`config.mk`:
```
export PLATFORM = sky130hd
export DESIGN_NAME = pipe_stage_reg
export DESIGN_NICKNAME = d
export VERILOG_FILES = /design/src/rtl/pipe_stage_reg.sv
export SDC_FILE = /design/constraint.sdc
export NUM_CORES = 1
export LEC_CHECK = 0
export ABC_AREA = 1
export ABC_CLOCK_PERIOD_IN_PS = 2400
export CAP_MARGIN = 20
export CORE_ASPECT_RATIO = 1.5
export CORE_MARGIN = 4
export CORE_UTILIZATION = 55
export DETAILED_ROUTE_END_ITERATION = 8
export GPL_ROUTABILITY_DRIVEN = 0
export PLACE_DENSITY = 0.95
export SKIP_CTS_REPAIR_TIMING = 1
export SKIP_LAST_GASP = 1
export SYNTH_ARGS = -nofsm -noshare
export SYNTH_HDL_FRONTEND = slang
export SYNTH_SLANG_ARGS = --single-unit
```
`constraint.sdc`:
```
create_clock -name clk -period 2.4 [get_ports clk]
set_input_delay 0.48 -clock clk [delete_from_list [all_inputs] [get_ports clk]]
set_output_delay 0.48 -clock clk [all_outputs]
set_load 0.01 [all_outputs]
```
`src/rtl/pipe_stage_reg.sv`:
```
// pipe_stage_reg: elastic valid/ready pipeline stage with a two-entry skid buffer.
// The main slot drives the outputs; the skid slot absorbs the word already in
// flight when downstream stalls, so in_ready comes only from registered state.
// Flush discards both slots and parks the output on FLUSH_PC.
// Optional feature macro: PIPE_BUBBLE_PC_EN. When defined, a non-flush bubble
// carries the upstream in_pc/in_bd so a later stage can report a precise EPC.
module pipe_stage_reg #(
   parameter int          PAYLOAD_W = 96,
   parameter logic [31:0] FLUSH_PC  = 32'h0000_3000
) (
   input  logic                 clk,
   input  logic                 reset,
   input  logic                 flush,
   input  logic                 in_valid,
   output logic                 in_ready,
   input  logic [31:0]          in_pc,
   input  logic                 in_bd,
   input  logic [4:0]           in_exc,
   input  logic [PAYLOAD_W-1:0] in_payload,
   output logic                 out_valid,
   input  logic                 out_ready,
   output logic [31:0]          out_pc,
   output logic                 out_bd,
   output logic [4:0]           out_exc,
   output logic [PAYLOAD_W-1:0] out_payload
);

   // main slot (drives the outputs)
   logic                 main_valid_r, main_valid_s;
   logic [31:0]          main_pc_r, main_pc_s;
   logic                 main_bd_r, main_bd_s;
   logic [4:0]           main_exc_r, main_exc_s;
   logic [PAYLOAD_W-1:0] main_payload_r, main_payload_s;

   // skid slot (holds the word accepted while main was stalled)
   logic                 skid_valid_r, skid_valid_s;
   logic [31:0]          skid_pc_r, skid_pc_s;
   logic                 skid_bd_r, skid_bd_s;
   logic [4:0]           skid_exc_r, skid_exc_s;
   logic [PAYLOAD_W-1:0] skid_payload_r, skid_payload_s;

   logic accept_s;
   logic main_free_s;

   assign in_ready    = !skid_valid_r;
   assign accept_s    = in_valid & !skid_valid_r;
   assign main_free_s = !main_valid_r | out_ready;

   assign out_valid   = main_valid_r;
   assign out_pc      = main_pc_r;
   assign out_bd      = main_bd_r;
   assign out_exc     = main_exc_r;
   assign out_payload = main_payload_r;

   // next-state selection for both slots; flush overrides every other event
   always_comb begin
      main_valid_s   = main_valid_r;
      main_pc_s      = main_pc_r;
      main_bd_s      = main_bd_r;
      main_exc_s     = main_exc_r;
      main_payload_s = main_payload_r;
      skid_valid_s   = skid_valid_r;
      skid_pc_s      = skid_pc_r;
      skid_bd_s      = skid_bd_r;
      skid_exc_s     = skid_exc_r;
      skid_payload_s = skid_payload_r;

      if (flush) begin
         main_valid_s   = 1'b0;
         main_pc_s      = FLUSH_PC;
         main_bd_s      = 1'b0;
         main_exc_s     = 5'd0;
         main_payload_s = '0;
         skid_valid_s   = 1'b0;
      end else if (main_free_s) begin
         if (skid_valid_r) begin
            // oldest word moves forward; no accept is possible while skid is full
            main_valid_s   = 1'b1;
            main_pc_s      = skid_pc_r;
            main_bd_s      = skid_bd_r;
            main_exc_s     = skid_exc_r;
            main_payload_s = skid_payload_r;
            skid_valid_s   = 1'b0;
         end else if (accept_s) begin
            main_valid_s   = 1'b1;
            main_pc_s      = in_pc;
            main_bd_s      = in_bd;
            main_exc_s     = in_exc;
            main_payload_s = in_payload;
         end else begin
            // bubble: nothing to load
            main_valid_s   = 1'b0;
            main_exc_s     = 5'd0;
            main_payload_s = '0;
`ifdef PIPE_BUBBLE_PC_EN
            main_pc_s      = in_pc;
            main_bd_s      = in_bd;
`else
            main_pc_s      = FLUSH_PC;
            main_bd_s      = 1'b0;
`endif
         end
      end else begin
         // main stalled: an accepted word parks in skid
         if (accept_s) begin
            skid_valid_s   = 1'b1;
            skid_pc_s      = in_pc;
            skid_bd_s      = in_bd;
            skid_exc_s     = in_exc;
            skid_payload_s = in_payload;
         end else begin
            skid_valid_s   = skid_valid_r;
         end
      end
   end

   // slot registers with asynchronous active-low reset
   always_ff @(posedge clk or negedge reset) begin
      if (!reset) begin
         main_valid_r   <= 1'b0;
         main_pc_r      <= FLUSH_PC;
         main_bd_r      <= 1'b0;
         main_exc_r     <= 5'd0;
         main_payload_r <= '0;
         skid_valid_r   <= 1'b0;
         skid_pc_r      <= FLUSH_PC;
         skid_bd_r      <= 1'b0;
         skid_exc_r     <= 5'd0;
         skid_payload_r <= '0;
      end else begin
         main_valid_r   <= main_valid_s;
         main_pc_r      <= main_pc_s;
         main_bd_r      <= main_bd_s;
         main_exc_r     <= main_exc_s;
         main_payload_r <= main_payload_s;
         skid_valid_r   <= skid_valid_s;
         skid_pc_r      <= skid_pc_s;
         skid_bd_r      <= skid_bd_s;
         skid_exc_r     <= skid_exc_s;
         skid_payload_r <= skid_payload_s;
      end
   end

endmodule

```
-- Word level (Yosys, flattened, before mapping)
Index checks and enable logic that the tools add are counted.
- logic and storage cells: 42
- bits of input ports: 139
- bits in registers: 270
- reduce and logical (&&, ||, !) cells: 5
- bitwise operators: 4
- multiplexer cells: 23
- operators with widths (kind ; number):
    $mux 96 ; 4
    $mux 32 ; 4
    $mux 5 ; 4
    $mux 1 ; 11
    $reduce_and 3->1 ; 1
    $reduce_bool 3->1 ; 1
    $logic_not 1->1 ; 2
    $not 1->1 ; 2
    $reduce_bool 2->1 ; 1
    $and 1x1->1 ; 1
    $or 1x1->1 ; 1

-- Longest topological paths before layout
Gate-level depths: netlist of the first run.
- depth after elaboration: 6
- gate-level depth with buffers: 8
- depth with buffers taken out: 6

-- Worst setup path before layout of the first run
Ideal clock, no wire load.
- path kind: in2reg
- start: in in_valid
- end: reg skid_pc_r[23]
- path buffers: 3
- cell stages on the path: 8
- data arrival time: 1.285 ns
- path slack: 0.998 ns
- cells stage by stage: buf_2 > inv_2 > nor2_4 > nand3_2 > buf_6 > buf_6 > nand2_1 > nand2_1
- word-level cells in the longest chain between the ends: 2
- RTL lines (item ; RTL line ; RTL):
    start: declaration ; 14 ; input logic in_valid,
    $and 1x1->1 ; 46 ; assign accept_s = in_valid & !skid_valid_r;
    $reduce_and 3->1 (no source line) ; - ;
    end signal: assignment ; 137 ; skid_pc_r <= skid_pc_s;
    end: declaration ; 37 ; logic [31:0] skid_pc_r, skid_pc_s;
No other way between the ends.
A chain may end at the register's enable or synchronous reset.

-- Worst setup path after layout of the first run
- start: reg skid_valid_r
- end: out in_ready
- word-level cells in the longest chain between the ends: 1
- RTL lines (item ; RTL line ; RTL):
    start: declaration ; 36 ; logic skid_valid_r, skid_valid_s;
    start signal: assignment ; 136 ; skid_valid_r <= skid_valid_s;
    $logic_not 1->1 ; 45 ; assign in_ready = !skid_valid_r;
    end: declaration ; 15 ; output logic in_ready,
No other way between the ends.

==> run summary, run 1 <==
HP Class: in -> async
Tcrit/Tclk final: 0.979
Vias: 12048
Synth Warn #: 0
Slowest CP cell: dfrtp_4
Crit-path cells: inv_4 -> clkdlybuf4s50_1
Crit start category: flop
Critical Path RT: 1.92 ns
Critical path class: reg -> out
Layout Utilization: 0.733
Post-route ant nets: 0
Maximum achievable frequency: 426 MHz
# DRC: 0
Avg Inst Size Synth: 7.67 um2
Share of post-route cells with drive strength above 1: 0.0419
Fillers: 1487
Pwr dens: 711 nW/um2
Pin count of the biggest net entering global routing: 135
CTS buffer count: 26
Tightest Pin Transition: 0.673 ns
Num rows: 66
Critical Path Sink Type: primary output
Final WS setup: 0.0512 ns
Worst-path maximum fanout: 20
Seq/Total Area, Yosys: 0.548
Root Buffer: clkbuf_16
Clock slew at reported path FFs: 0.06 ns
Pleak: 8.47 nW
First-pass GRT wire length: 59.2 mm
Clock latency on the worst-skew pair: 0.53 ns
DR pass1 iterations: 6
Final Power: 0.0114 W
WL per Instance: 17.7 um
Max-slew violation count: 0
Area Growth Syn to Fin: 29.9%
Distinct cells, synth: 18
Synth Instances: 1610
Worst endpoint data arrival time: 1.87 ns
Final setup fails: 0
Core Region: 21900 um2
Worst path top cell family by delay: buffers and inverters
Initial antenna violation count: 9
Cell Area, Synth: 12300 um2
Routed WL: 37.5 mm
Max_cap viols: 0
Bufs on Longest Clock Path: 3
H-Tree Depth: 1
Initial Utilization: 0.564
Ports: 275
Most frequent cells in the layout: nand2_1 (936), clkdlybuf4s50_1 (272), nand3_1 (268)
Post-DP HPWL: 22.3 mm
Clk sinks: 270
Min Tclk post-route: 2.35 ns
CTS tree: built
Relative slew slack: 0.551
DR vias/cell: 5.69
Nets: 1956
VDD IR max: 0.000540 V
Commonest non-fill, non-tap cell in the layout: nand2_1
Status: complete, no violations
Fin Setup TNS: 0 ns
Crit path largest cell delay: 0.64 ns
GRT Total Usage: 0.292
Vias in the first global route: 11700
1st-iter DRT viols: 1347
RSZ-0062 raised after global routing: false
Post-synthesis register bit count: 270
Input/output buffers: 274
Dpl ws: 0.206 ns
Die width: 130 um
Total Die Area: 25000 um2
DIE HEIGHT: 191 um
Hold Fails Final Rpt: 0
CP bufs+invs: 2
Post-Synthesis Net Count: 1749
Grt total ovfl: 0
Clk_skew: 0.0151 ns
-- final timing paths --
path / start / endpoint / slack, ns / cells past startpoint
min reg2reg: skid_pc_r[12] / skid_pc_r[12] / 0.47 / 2
max reg2reg: skid_valid_r / skid_payload_r[23] / 0.48 / 4
max: skid_valid_r / in_ready / 0.05 / 2
min: reset / skid_payload_r[87] / 0.42 / 2
min in group clk: skid_pc_r[12] / skid_pc_r[12] / 0.47 / 2
max in group asynchronous: reset / skid_pc_r[12] / 1.23 / 3
-- sequential cells by signal, summed over array words and instances, names as in the netlist, 5 cells and up --
signal          cells
out_payload        96
out_exc             5
out_pc             32
skid_exc_r          5
skid_payload_r     96
skid_pc_r          32
-- synthesized netlist by cell type --
cell type	n	area share
inv_2	4	0.0012
buf_1	6	0.0018
or2_1	2	0.0010
buf_4	5	0.0030
nor2_1	1	0.00030
nand3_1	268	0.11
clkbuf_1	25	0.0076
o21ai_0	2	0.00081
buf_6	10	0.0091
nand3_2	1	0.00081
nor2_2	2	0.0010
nand2_1	936	0.28
inv_1	5	0.0015
nand2_2	1	0.00051
dfstp_2	4	0.0085
nor2_4	2	0.0018
buf_2	70	0.028
dfrtp_1	266	0.54
-- through the flow --
stage / hold WS (ns) / cells / area, um2
floorplan: 0.184 / 1610 / 12300
global placement: 0.385 / 2059 / 15100
detailed placement: 0.387 / 2059 / 15100
CTS: -0.165 / 2106 / 16000
global route: 0.451 / 2115 / 16000
finish: 0.419 / 2118 / 16000
-- cells by family after synthesis --
kind of cell           synth area share
flip-flops                        0.548
AO/OA/AOI/OAI                  0.000811
AND/OR/NAND/NOR                   0.399
buffers and inverters            0.0527
-- report_power, final --
group          internal [W]  switching [W]  total, W
registers           0.00520       0.000400   0.00560
clock network       0.00233        0.00178   0.00411
logic              0.000746       0.000945   0.00169
total               0.00828        0.00312    0.0114
-- layout make-up --
class                      count  area [um2]  area share
multi-input combinational   1215        4940       0.308
inverter                       9        36.3     0.00226
clock inverter                 8        78.8     0.00492
timing repair buffer         295        3080       0.192
antenna                       10        25.0     0.00156
sequential                   270        6770       0.422
clock buffer                  39         771      0.0481
tap                          272         340      0.0212
-- layer usage --
metal,global-route usage,up-vias,share of wire
met5,0,-,0.00091
met4,0.167,4,0.058
met3,0.0436,157,0.082
met2,0.477,759,0.50
met1,0.369,5681,0.36
li1,-,5447,-
Power figures use the tool's default switching activity.
==> run 2: changes to the inputs <==
Settings changed: ABC_CLOCK_PERIOD_IN_PS 2400 to 2600, CORE_UTILIZATION 55 to 51, CTS_CLUSTER_DIAMETER set to 60, PLACE_DENSITY 0.95 to 0.93.
Clock period 2.4 ns to 2.6 ns, I/O delays scaled along.
==> run summary, run 2 (synthesis results as in run 1) <==
Pwr dens: 649 nW/um2 (-8.8%)
Register area: 6770 um2 (unchanged)
Total Die Area: 26800 um2 (+7.4%)
VDD IR max: 0.000511 V (-5.3%)
Fin Setup TNS: 0 ns (unchanged)
Crit start category: flop
Root Buffer: clkbuf_16
Max_cap viols: 0 (unchanged)
Post-DP HPWL: 23.6 mm (+5.4%)
Clk sinks: 270 (unchanged)
Hold Fails Final Rpt: 0 (unchanged)
Clock slew at reported path FFs: 0.06 ns (about the same)
Most frequent cells in the layout: nand2_1 (936), clkdlybuf4s50_1 (272), nand3_1 (268)
Pleak: 8.49 nW (+0.19%)
Num rows: 69 (+4.5%)
Post-route ant nets: 0 (unchanged)
Pin count of the biggest net entering global routing: 135 (unchanged)
Share of post-route cells with drive strength above 1: 0.0451 (+0.00312)
Tightest Pin Transition: 1.04 ns (+0.365 ns)
Commonest non-fill, non-tap cell in the layout: nand2_1
Initial antenna violation count: 7 (-2)
CTS tree: built
Area Growth Syn to Fin: 30.5%
Bufs on Longest Clock Path: 3 (unchanged)
Critical Path Sink Type: primary output
Routed WL: 37.3 mm (-0.41%)
Worst endpoint data arrival time: 1.73 ns (-0.14 ns)
Multi-input logic area: 4940 um2 (unchanged)
Max-slew violation count: 0 (unchanged)
H-Tree Depth: 1 (unchanged)
Clk_skew: 0.0155 ns (+0.000349 ns)
Maximum achievable frequency: 445 MHz
Core Region: 23700 um2 (+8.5%)
Clock latency on the worst-skew pair: 0.53 ns (about the same)
Grt total ovfl: 0 (unchanged)
DIE HEIGHT: 199 um (+3.7%)
WL per Instance: 17.2 um (-2.8%)
CTS buffer count: 26 (unchanged)
Vias in the first global route: 11720 (+0.17%)
DR pass1 iterations: 5 (-1)
1st-iter DRT viols: 1190 (-12%)
RSZ-0062 raised after global routing: false
Die width: 135 um (+3.6%)
Ports: 275 (unchanged)
Fillers: 1798 (+21%)
Status: complete, no violations
GRT Total Usage: 0.272 (-0.0201)
Relative slew slack: 0.308 (-0.243)
Vias: 11720 (-2.7%)
Final setup fails: 0 (unchanged)
DR vias/cell: 5.40 (-5.1%)
Critical Path RT: 2.08 ns (+0.16 ns)
First-pass GRT wire length: 59.8 mm (+1.1%)
Nets: 1961 (+0.26%)
HP Class: reg -> reg
Min Tclk post-route: 2.25 ns
Tcrit/Tclk final: 0.865
Input/output buffers: 274 (unchanged)
Worst-path maximum fanout: 4 (-80%)
Critical path class: reg -> out
Layout Utilization: 0.679 (-0.0541)
# DRC: 0 (unchanged)
Initial Utilization: 0.520 (-0.0441)
==> run 2: area by class of cell <==
| cell class | count | share of cell area |
|---|---|---|
| antenna | 10 | 0.00155 |
| timing repair buffer | 300 | 0.192 |
| tap | 319 | 0.0248 |
| sequential | 270 | 0.420 |
| multi-input combinational | 1215 | 0.307 |
| clock inverter | 9 | 0.00489 |
| inverter | 9 | 0.00225 |
| clock buffer | 39 | 0.0478 |
==> run 2: metal layers <==
metal / GRT usage / part of all wire / up-vias / wire length, um
li1: - / - / 5458 / -
met1: 0.330 / 0.36 / 5531 / 13600
met2: 0.447 / 0.50 / 581 / 18700
met3: 0.0425 / 0.069 / 150 / 2570
met4: 0.186 / 0.066 / 0 / 2460
met5: 0 / 0 / - / 0
==> run 2: stage by stage <==
step                      std cells  hold WS, ns  worst slack, ns  instance area [um2]  total power (W)
after floorplan                1610        0.224             1.16                12300          0.00592
after global placement         2112        0.451            0.525                15200          0.00665
after detailed placement       2112        0.458            0.480                15200          0.00675
after CTS                      2160      -0.0213            0.317                16100           0.0105
after global routing           2168        0.487            0.314                16100           0.0110
final                          2171        0.470            0.351                16100           0.0105
==> run 2: critical path, cell delays in order (launching register included) <==
cell             delay (ns)
dfrtp_4                0.52
inv_4                  0.08
clkdlybuf4s50_1        0.60
==> run 2: worst paths after layout <==
| check | from | end | slack, ns | depth (start not counted) |
|---|---|---|---|---|
| min reg2reg | skid_payload_r[45] | skid_payload_r[45] | 0.47 | 2 |
| min | skid_payload_r[45] | skid_payload_r[45] | 0.47 | 2 |
| max | skid_valid_r | in_ready | 0.35 | 2 |
| max reg2reg | skid_valid_r | skid_valid_r | 0.76 | 3 |
| min in group asynchronous | reset | out_payload[91] | 0.58 | 2 |
| max in group asynchronous | reset | skid_pc_r[13] | 1.29 | 3 |
==> run 2: report_power, final <==
group,leakage (nW),total [W],internal [W],switching [W]
Clock,0.415,0.00376,0.00215,0.00161
Sequential,3.52,0.00514,0.00480,0.000343
Combinational,4.55,0.00155,0.000690,0.000863
